===== config.mk =====
export PLATFORM = sky130hd
export DESIGN_NAME = sap_1_controller_sequencer
export DESIGN_NICKNAME = d
export VERILOG_FILES = /design/src/rtl/sap_1_pkg.sv /design/src/rtl/sap_1_ring_counter.sv /design/src/rtl/sap_1_controller_sequencer.sv
export SDC_FILE = /design/constraint.sdc
export NUM_CORES = 1
export LEC_CHECK = 0
export BUFFER_PORTS_ARGS = -buffer_cell sky130_fd_sc_hd__buf_2
export CAP_MARGIN = 20
export CORE_AREA = 2 2 39 41
export DETAILED_ROUTE_END_ITERATION = 7
export DIE_AREA = 0 0 41 43
export GPL_TIMING_DRIVEN = 0
export PLACE_DENSITY_LB_ADDON = 0.3
export SYNTH_ARGS = -nofsm -noshare
export SYNTH_HDL_FRONTEND = slang
export SYNTH_HIERARCHICAL = 1
export SYNTH_SLANG_ARGS = --single-unit

===== constraint.sdc =====
create_clock -name CLK -period 3.4 [get_ports CLK]
set_clock_uncertainty 0.1 [all_clocks]
set_input_delay 0.51 -clock CLK [delete_from_list [all_inputs] [get_ports CLK]]
set_output_delay 0.51 -clock CLK [all_outputs]
set_load 0.01 [all_outputs]

===== src/rtl/sap_1_pkg.sv =====
// Shared constants for the SAP-1 controller/sequencer: opcodes, ring width and T-state patterns.
package sap_1_pkg;

   localparam int unsigned T_WIDTH = 6;

   localparam logic [3:0] OP_LDA = 4'b0000;
   localparam logic [3:0] OP_ADD = 4'b0001;
   localparam logic [3:0] OP_SUB = 4'b0010;
   localparam logic [3:0] OP_OUT = 4'b1110;
   localparam logic [3:0] OP_HLT = 4'b1111;

   localparam logic [T_WIDTH-1:0] T1_STATE = 6'b000001;
   localparam logic [T_WIDTH-1:0] T2_STATE = 6'b000010;
   localparam logic [T_WIDTH-1:0] T3_STATE = 6'b000100;
   localparam logic [T_WIDTH-1:0] T4_STATE = 6'b001000;
   localparam logic [T_WIDTH-1:0] T5_STATE = 6'b010000;
   localparam logic [T_WIDTH-1:0] T6_STATE = 6'b100000;

   function automatic logic is_one_hot(input logic [T_WIDTH-1:0] t);
      return (t != '0) && ((t & (t - 1'b1)) == '0);
   endfunction

endpackage


===== src/rtl/sap_1_ring_counter.sv =====
// One-hot T-state ring counter with enable, early wrap to T1 and freeze.
module sap_1_ring_counter
   import sap_1_pkg::*;
(
   input  logic               CLK,
   input  logic               CLR,
   input  logic               en,
   input  logic               wrap,
   input  logic               freeze,
   output logic [T_WIDTH-1:0] T
);

   // Any corrupted (zero or multi-hot) pattern falls back to T1 on the next enabled edge.
   always_ff @(posedge CLK) begin
      if (CLR) begin
         T <= T1_STATE;
      end else if (en && !freeze) begin
         if (!is_one_hot(T) || wrap || T[T_WIDTH-1]) begin
            T <= T1_STATE;
         end else begin
            T <= {T[T_WIDTH-2:0], 1'b0};
         end
      end
   end

endmodule


===== src/rtl/sap_1_controller_sequencer.sv =====
// SAP-1 controller/sequencer: ring counter plus opcode decode and control matrix.
// Optional SAP_1_EARLY_RETIRE_EN shortens LDA (T5) and OUT/NOP (T4) machine cycles.
module sap_1_controller_sequencer
   import sap_1_pkg::*;
(
   input  logic       CLK,
   input  logic       CLR,
   input  logic       RUN,
   input  logic [3:0] OPCODE,
   output logic [6:1] T,
   output logic       Cp,
   output logic       Ep,
   output logic       EA,
   output logic       SU,
   output logic       EU,
   output logic       LMbar,
   output logic       CEbar,
   output logic       LIbar,
   output logic       EIbar,
   output logic       LAbar,
   output logic       LBbar,
   output logic       LObar,
   output logic       HLT
);

   logic [T_WIDTH-1:0] t_ring;
   logic               op_lda, op_add, op_sub, op_out, op_hlt, op_alu;
   logic               halt_now, wrap, freeze;

   assign op_lda = (OPCODE == OP_LDA);
   assign op_add = (OPCODE == OP_ADD);
   assign op_sub = (OPCODE == OP_SUB);
   assign op_out = (OPCODE == OP_OUT);
   assign op_hlt = (OPCODE == OP_HLT);
   assign op_alu = op_add | op_sub;

   assign halt_now = (t_ring == T4_STATE) && op_hlt;
   assign freeze   = HLT | halt_now;

`ifdef SAP_1_EARLY_RETIRE_EN
   assign wrap = ((t_ring == T5_STATE) && op_lda) ||
                 ((t_ring == T4_STATE) && !op_lda && !op_alu && !op_hlt);
`else
   assign wrap = 1'b0;
`endif

   sap_1_ring_counter u_ring (
      .CLK    (CLK),
      .CLR    (CLR),
      .en     (RUN),
      .wrap   (wrap),
      .freeze (freeze),
      .T      (t_ring)
   );

   assign T = t_ring;

   always_ff @(posedge CLK) begin
      if (CLR) begin
         HLT <= 1'b0;
      end else if (RUN && halt_now) begin
         HLT <= 1'b1;
      end
   end

   always_comb begin
      Cp    = 1'b0;
      Ep    = 1'b0;
      EA    = 1'b0;
      SU    = 1'b0;
      EU    = 1'b0;
      LMbar = 1'b1;
      CEbar = 1'b1;
      LIbar = 1'b1;
      EIbar = 1'b1;
      LAbar = 1'b1;
      LBbar = 1'b1;
      LObar = 1'b1;
      if (!HLT) begin
         case (t_ring)
            T1_STATE: begin
               Ep    = 1'b1;
               LMbar = 1'b0;
            end
            T2_STATE: Cp = 1'b1;
            T3_STATE: begin
               CEbar = 1'b0;
               LIbar = 1'b0;
            end
            T4_STATE: begin
               if (op_lda || op_alu) begin
                  EIbar = 1'b0;
                  LMbar = 1'b0;
               end
               if (op_out) begin
                  EA    = 1'b1;
                  LObar = 1'b0;
               end
            end
            T5_STATE: begin
               if (op_lda) begin
                  CEbar = 1'b0;
                  LAbar = 1'b0;
               end
               if (op_alu) begin
                  CEbar = 1'b0;
                  LBbar = 1'b0;
               end
            end
            T6_STATE: begin
               if (op_alu) begin
                  LAbar = 1'b0;
                  EU    = 1'b1;
               end
               SU = op_sub;
            end
            default: ;
         endcase
      end
   end

endmodule


==> results.md, run 1 <==
* Outcome: finished, final reports clean
* Max-slew violation count at 0
* Arrival time at the worst endpoint at 1.72 ns
* Routed Wire Length at 1299 um
* Buffer depth of the longest clock path at 2
* Core region area at 0.001384 mm2
* Synth Flop Type: sky130_fd_sc_hd__dfxtp_1
* Async set-or-reset flop fraction in the synthesized netlist at 0%
* Slowest Stage Delay on Critical Path at 0.41 ns
* Count of synthesis-stage warnings from yosys at 6
* Family of cells with the greatest summed delay on the critical path: simple AND/OR/NAND/NOR gates
* ANT nets after route at 0
* Number of gates on the worst path with buffers counted at 4
* Number of DRC markers in iteration 0 at 11
* Initial antenna violation count at 0
* Critical Path Start Type: flip-flop
* Beginning of the worst register-to-register path: u_ring/T[0]
* Category of the worst setup path capture point: output pin
* Average footprint of a synthesized cell at 7.769 um2
* Met3 global-route usage at under 10%
* Power density over the cells at 287.8 mW/mm2
* FMAX at between 400 and 500 MHz
* Wire length of the first global-routing pass at 1911 um
* Number of H-tree branching levels at 1
* Initial core utilization at 37.61%
* Most heavily used metal layer in global routing: met2
* Mean routed wirelength per cell at 11.60 um
* Critical path buffers and inverters at 1
* Start point of the critical path: u_ring/T[0]
* Met1 Track Usage GR at 20.26%
* Setup repair after global routing missed its margin: no
* Post-synthesis register bit count at 7
* Post-CTS setup buffer count at 0
* Capturing instance or port of the critical path: LObar
* Number of hold-slack violations in the final timing report at 0
* Setup TNS at 0 ns
* Number of global-route vias before repair at roughly 490
* Clk Latency, worst-skew pair at 0.25 ns
* Max-capacitance violation count at 0
* Number of non-filler instances in the completed layout at 112
* Transition time at the pin with the least slew margin at a little over 0.5 ns
* Crit Path Category: reg2out
* Horizontal die dimension at between 40 and 50 um
* Overflow after GRT at 0
* Met2 layer usage reported by global route at 22.81%
* Dpl cells at 108
* Pin count of the biggest net entering global routing at 13
* Worst hold path type: in2reg
* Count of endpoints failing setup in the final report at 0
* Count of buffers inserted at the top-level ports at 25
* Final cycle utilization of the critical path at between 60% and 70%
* Clock tree from TritonCTS: built
* Min cycle time layout at about 2.3 ns
* Area growth from synthesis to layout at 32.93%
* Num Clock Sinks at 7
* # hold bufs at CTS at 0
* Antenna fix cells at 0
* Syn nets at 74
* Number of synthesized flops with an enable pin at 0
* # nets final at 104
* Critical path peak fanout at 10
* Cell area after technology mapping at 520.5 um2
* TritonCTS buffer count at 3
* Cell depth of the worst flop-to-flop path at 6
* # IOs at 26
* Remaining routing DRC violations at 0
* Cells along the critical path: nor4_2, nand4_1, or3_1, buf_2
* Number of library cell types mapped by synthesis at 30
* Vias per cell at 5.277
* Die extent in y at roughly 43 um
* Share of layout cells above drive strength 1 at 35.42%
* Mapped Cells at 67
* TritonRoute pass-1 iters at 4
* Hold_ws at 0.3887 ns
* Worst voltage drop across the vdd grid at 173.4 uV
* Clock Tree Root: sky130_fd_sc_hd__clkbuf_4
* Worst relative slew slack at 65.07%
* Critical path data required time at 2.79 ns
* Number of rows in the core area at 14
* Part of the Yosys area used for sequential elements at 26.92%
* Number of vias in the routed layout at 591
* CP max stage cell: sky130_fd_sc_hd__dfxtp_1
* GRT Util Overall at around 16%
* Overall die area at approximately 0.0018 mm2
* Gates resized, CTS repair at 0
* Endpoint of the worst-slack reg-to-reg timing path: u_ring/T[1]
* Hold path startpoint: CLR
* Fillcell total at 153
* Standby leakage power at 0.0002935 uW
* Placer's final routability congestion estimate at 0.7228
* Reg-to-reg slack, setup at 1.40 ns
* Hpwl dp at 989 um
* Clk slew on worst S/H paths at roughly 0.05 ns
[state kept, by name, summed over array words and instances (netlist names)]
name,count
u_ring/T,6
HLT,1
[cells in the mapped netlist (all sizes together), types with 3 or more instances]
cell type,count,area [um2]
nor2,5,18.77
o21ai,4,20.02
nor3,8,40.04
dfxtp,7,140.1
nand2,4,15.01
inv,3,11.26
a22o,3,27.53
nand3,3,15.01
nor4,3,31.28
[final cells by class]
cell class,instances,area [um2],share of cell area [%]
inverters,3,11.26,1.627
well taps,16,20.02,2.893
repair buffers,25,125.1,18.08
flip-flops and latches,7,140.1,20.25
clock buffers,4,26.28,3.797
multi-input cells,56,357.8,51.72
plain buffers,1,11.26,1.627
[routing by layer]
metal	share of wire (%)	routed length, um
met1	47	613
met2	45	590
met3	6.5	85
met4	0.69	9
met5	0	0
[worst min path at each step]
stage	to	cells past startpoint
final	HLT	2
after floorplan	HLT	2
after global placement	HLT	2
after CTS	HLT	2
after global routing	HLT	2
after detailed placement	HLT	2
[where the power goes]
group	switching, uW	internal [uW]
clock	30.0	44.7
combinational	18.9	16.9
sequential	4.55	84.0
[per-stage QoR]
| stage | util (%) | power (uW) | worst slack [ns] | area (um2) |
|---|---|---|---|---|
| 2_1_floorplan | - | 112.1 | 1.507 | 520.5 |
| 6_report | 50.00 | 199.1 | 1.071 | 691.9 |
| 5_1_grt | 50.00 | 211.5 | 0.9358 | 691.9 |
| 3_5_place_dp | 48.10 | 126.0 | 1.322 | 665.6 |
| 3_3_place_gp | 48.10 | 125.5 | 1.321 | 665.6 |
| 4_1_cts | 50.00 | 203.9 | 1.061 | 691.9 |
[cells by family (layout without fill, tap and decap cells)]
kind of cell    Yosys count  in the layout  share of synthesized area [%]
compound gates           14             14                          20.67
buf+inv                   4             33                          4.327
simple gates             39             39                          43.99
flops                     7              7                          26.92
other cells               1              1                         0.7205
xor+xnor                  2              2                          3.366
[placed cells by master (no fill, tap or decap), drive strengths merged]
master   count
buf         26
nor3         8
dfxtp        7
nor2         5
nand2        4
o21ai        4
clkbuf       4
inv          3
nand3        3
nor4         3
a22o         3
nor2b        2
nand4        2
nand2b       2
nand4b       2
and3         2
and2         2
a21oi        2
nand3b       2
or3          1
xnor2        1
o2bb2ai      1
nor3b        1
o22ai        1
xor2         1
o211ai       1
conb         1
a31oi        1
a32o         1
No activity file was read; power rests on OpenSTA's default activity.
==> run 2: changes to the inputs <==
Settings changed: CORE_AREA 2 2 39 41 to not set, CORE_MARGIN set to 2, CORE_UTILIZATION set to 39, DIE_AREA 0 0 41 43 to not set.
Clock period 3.4 ns to 2.07 ns, I/O delays scaled along.
==> run 2 against run 1 <==
  * Flip-flop and latch count unchanged
  * Sequential share of layout area down 0.22 points
  * Clock-buffer cell count unchanged
  * Utilization grew 7.6 points
  * Via count rose by 4.6%
  * Final area up 5.6%
  * Worst setup slack got worse by 0.97 ns
  * Critical path depth stayed put
  * Worst hold slack worse by 0.19 ns
  * Cell count stayed put
  * Non-clock buffer count is 1 higher
==> results.md, run 2 (synthesis gave the netlist of run 1 again) <==
* Outcome: finished, final reports clean
* Initial core utilization at 41.03% (+3.4 points)
* Category of the worst setup path capture point: output pin
* Critical path buffers and inverters at 1 (unchanged)
* Critical path data required time at 1.66 ns (-1.13 ns)
* Worst hold path type: in2reg
* Placer's final routability congestion estimate at 0.7345 (+1.6%)
* Clk slew on worst S/H paths at 0.05 ns (about the same)
* Area growth from synthesis to layout at 40.38%
* Worst voltage drop across the vdd grid at 327.2 uV (+89%)
* Remaining routing DRC violations at 0 (unchanged)
* # IOs at 26 (unchanged)
* TritonRoute pass-1 iters at 4 (unchanged)
* Layout Utilization at 57.59% (+7.6 points)
* Clk Latency, worst-skew pair at 0.25 ns (about the same)
* TritonCTS buffer count at 3 (unchanged)
* Min-Delay Path Depth at 2 (unchanged)
* Share of layout cells above drive strength 1 at 43.30% (+7.9 points)
* Clock tree from TritonCTS: built
* Arrival time at the worst endpoint at 1.56 ns (-0.16 ns)
* Power density over the cells at 453.1 mW/mm2 (+57%)
* Max-slew violation count at 0 (unchanged)
* Commonest non-fill, non-tap cell in the layout: sky130_fd_sc_hd__buf_2
* # hold bufs at CTS at 0 (unchanged)
* Count of endpoints failing setup in the final report at 0 (unchanged)
* Worst Slack Setup Final at 0.1008 ns (-0.9699 ns)
* Critical Path Start Type: flip-flop
* Number of H-tree branching levels at 1 (unchanged)
* Slowest Stage Delay on Critical Path at 0.36 ns (-0.05 ns)
* Family of cells with the greatest summed delay on the critical path: simple AND/OR/NAND/NOR gates
* Min cycle time layout at 1.969 ns
* Initial antenna violation count at 0 (unchanged)
* Setup repair after global routing missed its margin: no
* Max reg flops at 6 (unchanged)
* Buffer depth of the longest clock path at 2 (unchanged)
* GRT Util Overall at 19.38% (+3.6 points)
* Standby leakage power at 0.0003033 uW (+3.3%)
* Number of global-route vias before repair at 509 (+4.5%)
* Max-capacitance violation count at 0 (unchanged)
* Number of gates on the worst path with buffers counted at 4 (unchanged)
* Clock Tree Root: sky130_fd_sc_hd__clkbuf_4
* Largest registers: u_ring/T: 6 flops, HLT: 1 flops
* Wire length of the first global-routing pass at 2076 um (+8.6%)
* Cells along the critical path: nor4_4, nand4_1, or3_1, buf_2
* Overflow after GRT at 0 (unchanged)
* Setup TNS at 0 ns (unchanged)
* CP max stage cell: sky130_fd_sc_hd__dfxtp_2
* FMAX at 507.8 MHz
* Horizontal die dimension at 40.53 um (-1.1%)
* Vias per cell at 5.518 (+4.6%)
* Critical path peak fanout at 6 (-4)
* Mean routed wirelength per cell at 11.87 um (+2.3%)
* Number of DRC markers in iteration 0 at 6 (-5)
* Count of buffers inserted at the top-level ports at 25 (unchanged)
* Most frequent cells in the layout: sky130_fd_sc_hd__buf_2 (25), sky130_fd_sc_hd__nor3_1 (8), sky130_fd_sc_hd__nor2_1 (5), sky130_fd_sc_hd__dfxtp_2 (5)
* Hpwl dp at 937.9 um (-5.2%)
* Cell depth of the worst flop-to-flop path at 8 (+2)
* Crit Path Category: reg2out
* Antenna fix cells at 0 (unchanged)
* ANT nets after route at 0 (unchanged)
* Pin count of the biggest net entering global routing at 13 (unchanged)
* Num Clock Sinks at 7 (unchanged)
* Number of rows in the core area at 13 (-1)
* Die extent in y at 40.53 um (-5.7%)
* Number of hold-slack violations in the final timing report at 0 (unchanged)
* Register with the highest flop count: u_ring/T
* Core region area at 0.001269 mm2 (-8.3%)
* Number of vias in the routed layout at 618 (+4.6%)
* Final cycle utilization of the critical path at 95.13%
* Overall die area at 0.001643 mm2 (-6.8%)
* Routed Wire Length at 1329 um (+2.3%)
* Worst slack at placement at 0.09311 ns (-1.229 ns)
* # nets final at 105 (+0.96%)
==> run 2: cell count changes in the layout (fill, tap and decap cells not counted) <==
cell	change
sky130_fd_sc_hd__dfxtp_2	+5
sky130_fd_sc_hd__buf_4	+1
sky130_fd_sc_hd__nor4_4	+2
sky130_fd_sc_hd__nand3_1	-1
sky130_fd_sc_hd__nand3_2	+1
sky130_fd_sc_hd__dfxtp_1	-5
sky130_fd_sc_hd__a21oi_2	+1
sky130_fd_sc_hd__nor4_2	-2
sky130_fd_sc_hd__a21oi_1	-1
==> run 2: area by class of cell <==
cell class	instances	area [um2]
Clock buffer	4	26.28
Inverter	3	11.26
Buffer	1	11.26
Tap cell	15	18.77
Multi-Input combinational cell	56	384.1
Sequential cell	7	146.4
Timing Repair Buffer	26	132.6
Fill cell	124	538.0
==> run 2: path summary, 6_finish.rpt <==
check / startpoint / endpoint / slack (ns)
max: u_ring/T[1] / LObar / 0.10
min: CLR / HLT / 0.20
max reg2reg: u_ring/T[1] / u_ring/T[5] / 0.17
min reg2reg: u_ring/T[4] / u_ring/T[4] / 0.47
==> run 2: through the flow <==
stage	cells	hold slack [ns]	instance area [um2]	power [uW]
after floorplan	67	0.3147	520.5	184.1
after global placement	107	0.4464	664.4	206.3
after detailed placement	107	0.4493	664.4	207.0
after CTS	112	0.1884	698.2	329.8
after global routing	112	0.2307	730.7	352.2
final	112	0.2017	730.7	331.1
==> run 2: timing repair <==
action                     in CTS  in global routing
gates resized for setup         0                  9
setup endpoints to repair       1                 15
buffers inserted                1                  0
pin swaps                       2                  0
==> run 2: routing by layer <==
metal	vias up	global-route usage (%)	share of wire [%]
met3	4	1.667	7.1
met2	25	31.75	46
li1	314	-	-
met5	-	0	0
met1	275	22.92	45
met4	0	15.00	1.6
==> run 2: report_power, final <==
part	switching (uW)	total [uW]	internal (uW)
sequential	9.33	148	139
combinational	33.2	62.1	28.9
clock	47.7	121	73.4
